`config.mk`:
```
export PLATFORM = sky130hd
export DESIGN_NAME = cache_line_fill_ctrl_flat
export DESIGN_NICKNAME = d
export VERILOG_FILES = /design/src/rtl/cache_line_fill_ctrl_if.sv /design/src/rtl/cache_line_fill_ctrl.sv /design/src/flat_wrapper.sv
export SDC_FILE = /design/constraint.sdc
export NUM_CORES = 1
export LEC_CHECK = 0
export CORE_MARGIN = 2
export CORE_UTILIZATION = 50
export CTS_CLUSTER_SIZE = 28
export DETAILED_ROUTE_END_ITERATION = 16
export GPL_TIMING_DRIVEN = 1
export HOLD_SLACK_MARGIN = 0.03
export PLACE_DENSITY = 0.76
export SYNTH_ARGS = -nofsm -noshare
export SYNTH_HDL_FRONTEND = slang
export SYNTH_SLANG_ARGS = --single-unit
```
`constraint.sdc`:
```
create_clock -name iCLOCK -period 3.2 [get_ports iCLOCK]
set_input_delay 0.32 -clock iCLOCK [delete_from_list [all_inputs] [get_ports iCLOCK]]
set_output_delay 0.32 -clock iCLOCK [all_outputs]
set_load 0.02 [all_outputs]
```
`src/rtl/cache_line_fill_ctrl_if.sv`:
```
// Fill/store request, memory burst and cache-line RAM write signals of
// cache_line_fill_ctrl. The controller uses the slave modport and its driver uses master.
interface cache_line_fill_ctrl_if;
  logic         iFILL_REQ;
  logic [31:0]  iFILL_ADDR;
  logic         oFILL_BUSY;
  logic         oFILL_DONE;
  logic         oMEM_REQ;
  logic [31:0]  oMEM_ADDR;
  logic         iMEM_ACK;
  logic         iMEM_VALID;
  logic [31:0]  iMEM_DATA;
  logic         iSTORE_REQ;
  logic [3:0]   iSTORE_ENTRY;
  logic [2:0]   iSTORE_WORD;
  logic [3:0]   iSTORE_MASK;
  logic [31:0]  iSTORE_DATA;
  logic         oSTORE_ACK;
  logic         oRAM_WREN;
  logic [3:0]   oRAM_WRADDRESS;
  logic [31:0]  oRAM_BYTEENA;
  logic [255:0] oRAM_DATA;

  modport slave (
    input  iFILL_REQ, iFILL_ADDR, iMEM_ACK, iMEM_VALID, iMEM_DATA,
           iSTORE_REQ, iSTORE_ENTRY, iSTORE_WORD, iSTORE_MASK, iSTORE_DATA,
    output oFILL_BUSY, oFILL_DONE, oMEM_REQ, oMEM_ADDR, oSTORE_ACK,
           oRAM_WREN, oRAM_WRADDRESS, oRAM_BYTEENA, oRAM_DATA
  );

  modport master (
    output iFILL_REQ, iFILL_ADDR, iMEM_ACK, iMEM_VALID, iMEM_DATA,
           iSTORE_REQ, iSTORE_ENTRY, iSTORE_WORD, iSTORE_MASK, iSTORE_DATA,
    input  oFILL_BUSY, oFILL_DONE, oMEM_REQ, oMEM_ADDR, oSTORE_ACK,
           oRAM_WREN, oRAM_WRADDRESS, oRAM_BYTEENA, oRAM_DATA
  );
endinterface

```
`src/rtl/cache_line_fill_ctrl.sv`:
```
// Cache line RAM write front end: 8x32 burst line fill plus byte-masked store hits.
// Define CACHE_FILL_CRITICAL_FIRST_EN for critical-word-first wrapping bursts.
//
// state | meaning
// IDLE  | accept store hits (priority) or capture a fill request
// REQ   | burst request held on the memory port until acked
// FILL  | collect 8 read beats into the line buffer
// WRITE | full-line RAM write driven
// DONE  | fill-done pulse, line now readable
module cache_line_fill_ctrl #(
  parameter int LINE_BEATS = 8,
  parameter int INDEX_LSB  = 5
) (
  input logic             iCLOCK,
  input logic             inRESET,
  cache_line_fill_ctrl_if.slave bus
);

  localparam logic [2:0] IDLE  = 3'd0;
  localparam logic [2:0] REQ   = 3'd1;
  localparam logic [2:0] FILL  = 3'd2;
  localparam logic [2:0] WRITE = 3'd3;
  localparam logic [2:0] DONE  = 3'd4;

  logic [2:0]   state;
  logic [2:0]   beat;
  logic [255:0] line;
  logic [255:0] line_next;
  logic [31:0]  fill_addr;
  logic [2:0]   slot;
  logic [3:0]   fill_entry;
  logic         last_beat;

  assign fill_entry = fill_addr[INDEX_LSB+3:INDEX_LSB];
  assign last_beat  = (beat == 3'(LINE_BEATS - 1));

`ifdef CACHE_FILL_CRITICAL_FIRST_EN
  wire unused_addr_bits = ^fill_addr[1:0];
  // Wrapping burst: beat k lands in slot (critical word + k) mod 8.
  assign slot          = fill_addr[4:2] + beat;
  assign bus.oMEM_ADDR = (state == REQ) ? {fill_addr[31:2], 2'b00} : 32'h0;
`else
  wire unused_addr_bits = ^fill_addr[4:0];
  assign slot          = beat;
  assign bus.oMEM_ADDR = (state == REQ) ? {fill_addr[31:5], 5'b0} : 32'h0;
`endif

  always_comb begin
    line_next = line;
    line_next[{slot, 5'b00000} +: 32] = bus.iMEM_DATA;
  end

  assign bus.oFILL_BUSY = (state != IDLE);
  assign bus.oFILL_DONE = (state == DONE);
  assign bus.oMEM_REQ   = (state == REQ);
  assign bus.oSTORE_ACK = (state == IDLE) && bus.iSTORE_REQ;

  always_ff @(posedge iCLOCK or negedge inRESET) begin
    if (!inRESET) begin
      state              <= IDLE;
      beat               <= 3'd0;
      line               <= '0;
      fill_addr          <= 32'h0;
      bus.oRAM_WREN      <= 1'b0;
      bus.oRAM_WRADDRESS <= 4'h0;
      bus.oRAM_BYTEENA   <= 32'h0;
      bus.oRAM_DATA      <= '0;
    end else begin
      bus.oRAM_WREN <= 1'b0;
      case (state)
        IDLE: begin
          if (bus.iSTORE_REQ) begin
            bus.oRAM_WREN      <= 1'b1;
            bus.oRAM_WRADDRESS <= bus.iSTORE_ENTRY;
            bus.oRAM_BYTEENA   <= 32'(bus.iSTORE_MASK) << {bus.iSTORE_WORD, 2'b00};
            bus.oRAM_DATA      <= {8{bus.iSTORE_DATA}};
          end else if (bus.iFILL_REQ) begin
            fill_addr <= bus.iFILL_ADDR;
            state     <= REQ;
          end
        end
        REQ: begin
          if (bus.iMEM_ACK) begin
            beat  <= 3'd0;
            state <= FILL;
          end
        end
        FILL: begin
          if (bus.iMEM_VALID) begin
            line <= line_next;
            beat <= beat + 3'd1;
            if (last_beat) begin
              // RAM port is registered, so load it now to be live during WRITE.
              bus.oRAM_WREN      <= 1'b1;
              bus.oRAM_WRADDRESS <= fill_entry;
              bus.oRAM_BYTEENA   <= 32'hFFFF_FFFF;
              bus.oRAM_DATA      <= line_next;
              state              <= WRITE;
            end
          end
        end
        WRITE:   state <= DONE;
        DONE:    state <= IDLE;
        default: state <= IDLE;
      endcase
    end
  end

endmodule

```
`src/flat_wrapper.sv`:
```
// flat-port wrapper written by rule: the top's interface ports become plain ports
module cache_line_fill_ctrl_flat 
#(
  parameter int LINE_BEATS = 8,
  parameter int INDEX_LSB  = 5
)
  (iCLOCK, inRESET, bus_iFILL_REQ, bus_iFILL_ADDR, bus_iMEM_ACK, bus_iMEM_VALID, bus_iMEM_DATA, bus_iSTORE_REQ, bus_iSTORE_ENTRY, bus_iSTORE_WORD, bus_iSTORE_MASK, bus_iSTORE_DATA, bus_oFILL_BUSY, bus_oFILL_DONE, bus_oMEM_REQ, bus_oMEM_ADDR, bus_oSTORE_ACK, bus_oRAM_WREN, bus_oRAM_WRADDRESS, bus_oRAM_BYTEENA, bus_oRAM_DATA);
  cache_line_fill_ctrl_if bus_i ();
  input logic iCLOCK;
  input logic inRESET;
  input wire logic [$bits(bus_i.iFILL_REQ)-1:0] bus_iFILL_REQ;
  input wire logic [$bits(bus_i.iFILL_ADDR)-1:0] bus_iFILL_ADDR;
  input wire logic [$bits(bus_i.iMEM_ACK)-1:0] bus_iMEM_ACK;
  input wire logic [$bits(bus_i.iMEM_VALID)-1:0] bus_iMEM_VALID;
  input wire logic [$bits(bus_i.iMEM_DATA)-1:0] bus_iMEM_DATA;
  input wire logic [$bits(bus_i.iSTORE_REQ)-1:0] bus_iSTORE_REQ;
  input wire logic [$bits(bus_i.iSTORE_ENTRY)-1:0] bus_iSTORE_ENTRY;
  input wire logic [$bits(bus_i.iSTORE_WORD)-1:0] bus_iSTORE_WORD;
  input wire logic [$bits(bus_i.iSTORE_MASK)-1:0] bus_iSTORE_MASK;
  input wire logic [$bits(bus_i.iSTORE_DATA)-1:0] bus_iSTORE_DATA;
  output wire logic [$bits(bus_i.oFILL_BUSY)-1:0] bus_oFILL_BUSY;
  output wire logic [$bits(bus_i.oFILL_DONE)-1:0] bus_oFILL_DONE;
  output wire logic [$bits(bus_i.oMEM_REQ)-1:0] bus_oMEM_REQ;
  output wire logic [$bits(bus_i.oMEM_ADDR)-1:0] bus_oMEM_ADDR;
  output wire logic [$bits(bus_i.oSTORE_ACK)-1:0] bus_oSTORE_ACK;
  output wire logic [$bits(bus_i.oRAM_WREN)-1:0] bus_oRAM_WREN;
  output wire logic [$bits(bus_i.oRAM_WRADDRESS)-1:0] bus_oRAM_WRADDRESS;
  output wire logic [$bits(bus_i.oRAM_BYTEENA)-1:0] bus_oRAM_BYTEENA;
  output wire logic [$bits(bus_i.oRAM_DATA)-1:0] bus_oRAM_DATA;
  assign bus_i.iFILL_REQ = bus_iFILL_REQ;
  assign bus_i.iFILL_ADDR = bus_iFILL_ADDR;
  assign bus_i.iMEM_ACK = bus_iMEM_ACK;
  assign bus_i.iMEM_VALID = bus_iMEM_VALID;
  assign bus_i.iMEM_DATA = bus_iMEM_DATA;
  assign bus_i.iSTORE_REQ = bus_iSTORE_REQ;
  assign bus_i.iSTORE_ENTRY = bus_iSTORE_ENTRY;
  assign bus_i.iSTORE_WORD = bus_iSTORE_WORD;
  assign bus_i.iSTORE_MASK = bus_iSTORE_MASK;
  assign bus_i.iSTORE_DATA = bus_iSTORE_DATA;
  assign bus_oFILL_BUSY = bus_i.oFILL_BUSY;
  assign bus_oFILL_DONE = bus_i.oFILL_DONE;
  assign bus_oMEM_REQ = bus_i.oMEM_REQ;
  assign bus_oMEM_ADDR = bus_i.oMEM_ADDR;
  assign bus_oSTORE_ACK = bus_i.oSTORE_ACK;
  assign bus_oRAM_WREN = bus_i.oRAM_WREN;
  assign bus_oRAM_WRADDRESS = bus_i.oRAM_WRADDRESS;
  assign bus_oRAM_BYTEENA = bus_i.oRAM_BYTEENA;
  assign bus_oRAM_DATA = bus_i.oRAM_DATA;
  cache_line_fill_ctrl #(.LINE_BEATS(LINE_BEATS), .INDEX_LSB(INDEX_LSB)) u_core (.iCLOCK(iCLOCK), .inRESET(inRESET), .bus(bus_i));
endmodule
```
==> results of run 1 <==
critical path, stage by stage, from the launching register on:
cell and delay (ps):
dfrtp_1 410, inv_1 150, ha_1 210, ha_1 450, nand4b_4 230, or2_2 1010
mux2_1 400
placed cells by master (no fill, tap or decap), types with 4 or more instances in the layout:
master,count
buf_12,16
clkbuf_16,61
a31oi_1,9
clkinv_2,6
clkdlybuf4s50_1,430
nor3_1,4
bufinv_16,6
mux2_2,33
nand2_1,231
ha_1,5
o21ai_1,30
mux2i_1,225
nand3_1,45
o22a_1,16
conb_1,5
buf_4,40
and2_1,28
dfrtp_1,581
nor2_4,29
clkbuf_1,17
nand2b_1,8
a21oi_1,110
inv_1,6
clkbuf_8,18
a22o_1,256
nor2_1,330
mux2_1,124
timing repair:
item / 4_1_cts / 5_1_grt
setup endpoints to repair: 0 / 1
gates resized for setup: 0 / 1
hold endpoints to repair: 60 / 0
hold buffers: 1 / 0
through the flow:
step           utilization [%]  hold WS [ps]
6_report                 64.43         271.1
5_1_grt                  64.43         283.5
4_1_cts                  64.41         241.1
3_5_place_dp             60.33         366.1
3_3_place_gp             60.33         358.7
2_1_floorplan                -         24.41
power groups by stage:
stage / Combinational (W) / Clock, W / Sequential, W
3_3_place_gp: 0.0157 / 0 / 0.0129
2_1_floorplan: 0.00756 / 0 / 0.0145
3_5_place_dp: 0.0161 / 0 / 0.0130
5_1_grt: 0.0174 / 0.00768 / 0.0133
4_1_cts: 0.0163 / 0.00740 / 0.0129
6_report: 0.0162 / 0.00729 / 0.0130
per-layer routing:
layer / vias up / part of all wire (%) / GRT usage (%)
met5: - / 0.033 / 0
met4: 4 / 4.3 / 12.58
met3: 183 / 6.9 / 5.366
met2: 802 / 47 / 43.80
met1: 9983 / 41 / 36.71
li1: 8780 / - / -
kinds of logic (layout without fill, tap and decap cells):
family	Yosys count	after routing	share of synthesized area (%)
buf+inv	213	607	3.784
flops	582	582	56.04
compound gates	427	427	12.25
xor+xnor	1	1	0.03371
fa+ha+maj	5	5	0.2407
simple gates	704	704	12.16
mux	382	382	15.47
other cells	1	8	0.01443
flip-flops by register name, indices dropped and copies added (netlist names):
register,cells
u_core.bus.oRAM_DATA,256
u_core.line,256
u_core.bus.oRAM_BYTEENA,32
u_core.fill_addr,27
u_core.bus.oRAM_WRADDRESS,4
u_core.beat,3
u_core.state,3
u_core.bus.oRAM_WREN,1
worst min path at each step:
stage	startpoint	to	slack, ps	cells after the start
after CTS	bus_iSTORE_ENTRY[0]	u_core.bus.oRAM_WRADDRESS[0]	240	3
after detailed placement	inRESET	u_core.bus.oRAM_DATA[10]	370	1
after global placement	inRESET	u_core.bus.oRAM_DATA[202]	360	1
after global routing	bus_iSTORE_ENTRY[0]	u_core.bus.oRAM_WRADDRESS[0]	280	3
final	bus_iSTORE_ENTRY[0]	u_core.bus.oRAM_WRADDRESS[0]	270	3
after floorplan	inRESET	u_core.beat[0]	20	0
final cells by class:
type | count | share of cell area [%]
Antenna cell | 3 | 0.02271
Clock buffer | 96 | 5.561
Clock inverter | 16 | 0.7419
Inverter | 7 | 0.07949
Multi-Input combinational cell | 1524 | 31.98
Sequential cell | 582 | 44.06
Tap cell | 680 | 2.574
Timing Repair Buffer | 488 | 14.97
==> run summary, run 1 <==
Comb pwr share: 44.4%
Number of setup buffers added after CTS: 0
Seq pwr share: 35.6%
Total track usage: 27.56%
Worst-Skew Late Latency: 630 ps
Max_slew headroom: 12.37%
Internal: 0.02256 W
Ys Warns: 0
Drt wl/cell: 21.98 µm
GRT Residual Overflow: 0
Clock tree buffer depth: 3
Dpl ws: 272.9 ps
PwrDens: 1103 mW/mm²
Largest net degree at the start of global routing: 166
Slew @ Worst Pin: 1314 ps
Worst-path clk slew: 60 ps
EDFF count, synth: 0
Data required time of the critical path: 3690 ps
Net Switching: 0.01391 W
Worst Setup Start Kind: flop
Starting density of the core: 50.66%
Asr flop ratio synth: 100.0%
DR vias: 19750
Fin crit share: 93.78%
Number of global-route vias before repair: 20040
Final Max Tran Viols: 0
Post-synthesis cell count: 2315
Seq/Total Area, Yosys: 56.04%
First-pass GRT wire length: 115200 µm
Share of layout cells above drive strength 1: 8.699%
CP endpoint kind: flop
Final GP Congestion: 0.8180
R2r endpoint: u_core.line[77]
Nets: 2781
Tmin final: 3001 ps
Total wire length: 74650 µm
FF-to-FF path depth: 6
Post-DP Area: 0.03095 mm²
Vias/cell: 5.816
Total of max-cap violations: 0
1st-iter DRT viols: 1581
Synth top area cells: dfrtp_1, mux2i_1, a22o_1
CTS tree: done
Yosys reg bits: 582
# rows: 83
Fillers: 3904
Final Cell Area: 0.03305 mm²
Sw Share: 38.14%
Worst Skew: 24.62 ps
Pre-antenna DRT Iters: 7
Core footprint: 0.05130 mm²
Die width: 232.0 µm
R2r setup slk: 200 ps
CP startpoint: u_core.beat[1]
Area leader, netlist: dfrtp_1
Post-route setup TNS: 0 ps
HP Class: in -> reg
Count leader, synth: dfrtp_1
Fmax: 333.2 MHz
Antenna violations before repair: 4
Arrival time worst endpoint: 3490 ps
# setup viols final: 0
Dpl cells: 3280
H-tree depth: 2
Lkg Pwr: 15.43 nW
CP endpoint: u_core.line[77]
I/O pins: 442
RSZ-0062 raised after global routing: no
Peak VDD IR: 664.2 µV
Status: completed
Pwr Total: 0.03647 W
Critical path type: reg -> reg
Netlist cell types: 45
Post-route setup slack: 199.2 ps
FF-to-FF Start: u_core.beat[1]
Ys flop type: dfrtp_1
Fin cells: 3396
Residual DRC: 0
Multi-input logic area: 0.01057 mm²
Die H: 232.0 µm
Die ar.: 0.05381 mm²
Port Buffers: 431
Clk root buf: clkbuf_16
Total CTS buffers: 60
Area of the mapped netlist: 0.02599 mm²
P&R area growth vs syn: 27.19%
HPWL Detailed: 47790 µm
Hold Fails Final Rpt: 0
Area fraction of the dominant cell type after synthesis: 56.04%
CP max FO: 32
Clock network fraction of design power: 20.0%
Post-synth top cells: dfrtp_1, nor2_1, a22o_1, nand2_1, mux2i_1
Syn_area_per_cell: 11.23 µm²
Post-route antenna net violation count: 0
Clk sinks: 582
Reg area: 0.01457 mm²
Note: power is estimated with default switching activity, not from simulation.
==> run 2, diff against run 1 <==
- CAP_MARGIN: unset -> 10
==> run summary, run 2 (synthesized netlist as in run 1, its figures left out) <==
Status: completed
Post-route setup TNS: 0 ps
Pwr Total: 0.03646 W
Multi-input logic area: 0.01057 mm²
Fmax: 335.9 MHz
Worst Setup Start Kind: flop
P&R area growth vs syn: 27.27%
Tmin final: 2977 ps
HPWL Detailed: 47790 µm
Fin crit share: 93.04%
Worst-path clk slew: 60 ps
Largest registers: u_core.bus.oRAM_DATA: 256 flops, u_core.line: 256 flops, u_core.bus.oRAM_BYTEENA: 32 flops
Residual DRC: 0
PwrDens: 1102 mW/mm²
HP Class: in -> async
Total track usage: 27.56%
Lkg Pwr: 15.44 nW
Max_slew headroom: 39.09%
Starting density of the core: 50.66%
CP max FO: 16
Final Cell Area: 0.03307 mm²
Total CTS buffers: 60
Die width: 232.0 µm
Final GP Congestion: 0.8180
1st-iter DRT viols: 1642
Nets: 2782
Crit-path leading delay family: adder cells
Crit path top cell by count: ha_1
CP endpoint kind: flop
RSZ-0062 raised after global routing: no
Total of max-cap violations: 0
First-pass GRT wire length: 115200 µm
Final Max Tran Viols: 0
Crit-path cells: inv_1, ha_1, ha_1, nor4bb_4, buf_4, mux2i_1, nand2_1, a22o_1
CP Buf/Inv Count: 2
Clk root buf: clkbuf_16
Share of layout cells above drive strength 1: 8.732%
GRT Residual Overflow: 0
R2r setup slk: 220 ps
# setup viols final: 0
Number of setup buffers added after CTS: 0
Commonest non-fill, non-tap cells in the layout: dfrtp_1, clkdlybuf4s50_1, nor2_1, a22o_1, nand2_1
I/O pins: 442
Arrival time worst endpoint: 3480 ps
Antenna violations before repair: 4
Critical path type: reg -> reg
Slew @ Worst Pin: 913.7 ps
Worst Skew: 26.36 ps
DR vias: 19730
Port Buffers: 431
Number of global-route vias before repair: 20040
Drt wl/cell: 21.93 µm
Max stage delay on crit path: 620 ps
CTS tree: done
Largest net degree at the start of global routing: 166
H-tree depth: 2
Clock tree buffer depth: 3
Data required time of the critical path: 3700 ps
Core footprint: 0.05130 mm²
Reg area: 0.01457 mm²
Peak VDD IR: 663.1 µV
Vias/cell: 5.807
Commonest non-fill, non-tap cell in the layout: dfrtp_1
Slowest cell on crit path: ha_1
Fillers: 3904
Post-route antenna net violation count: 0
Hold Fails Final Rpt: 0
Total wire length: 74500 µm
Pre-antenna DRT Iters: 5
Die H: 232.0 µm
Worst-Skew Late Latency: 630 ps
Post-DP Area: 0.03095 mm²
Die ar.: 0.05381 mm²
Clk sinks: 582
# rows: 83
==> run 2: cell types whose count changed in the layout (fill, tap and decap cells not counted) <==
cell	before	now
buf_12	16	17
==> run 2: what timing repair did <==
item,4_1_cts,5_1_grt
setup endpoints to repair,0,1
hold buffers,1,0
gates resized for setup,0,1
hold endpoints to repair,60,0
==> run 2: path summary, 6_finish.rpt <==
check                                    start                            to  cells after the start
setup / recovery                u_core.beat[1]     u_core.bus.oRAM_DATA[116]                      8
min in group iCLOCK        bus_iSTORE_ENTRY[0]  u_core.bus.oRAM_WRADDRESS[0]                      3
hold reg to reg               u_core.line[225]              u_core.line[225]                      2
setup reg to reg                u_core.beat[1]     u_core.bus.oRAM_DATA[116]                      8
max in group asynchronous              inRESET               u_core.line[94]                      3
hold / removal                         inRESET      u_core.bus.oRAM_DATA[10]                      2
==> run 2: per-layer routing <==
layer / up-vias / part of all wire (%) / GRT usage (%)
met5: - / 0.034 / 0
met3: 170 / 6.8 / 5.366
met1: 10010 / 41 / 36.71
met2: 763 / 48 / 43.80
li1: 8776 / - / -
met4: 4 / 4.2 / 12.58
==> run 2: through the flow <==
step           utilization [%]  setup WS (ps)  hold slack (ps)  instances
2_1_floorplan                -          613.8            24.41       2319
3_5_place_dp             60.33          272.9            366.1       3280
5_1_grt                  64.47          50.45            283.5       3396
3_3_place_gp             60.33          354.5            358.7       3280
6_report                 64.47          222.8            273.3       3397
4_1_cts                  64.41          135.7            241.1       3393
==> run 2: report_power, final <==
part           internal, W  switching (W)  total (W)  leakage, nW
Sequential          0.0108        0.00223     0.0130         7.14
Clock              0.00440        0.00289    0.00729         1.03
Combinational      0.00740        0.00878     0.0162         7.28
Total               0.0226         0.0139     0.0365         15.4
==> run 2: final cells by class <==
cell class                 instances  share of cell area (%)
sequential                       582                   44.04
multi-input combinational       1524                   31.96
clock buffer                      96                   5.557
inverter                           7                 0.07944
tap                              680                   2.572
antenna                            3                 0.02270
timing repair buffer             489                   15.03
clock inverter                    16                  0.7415
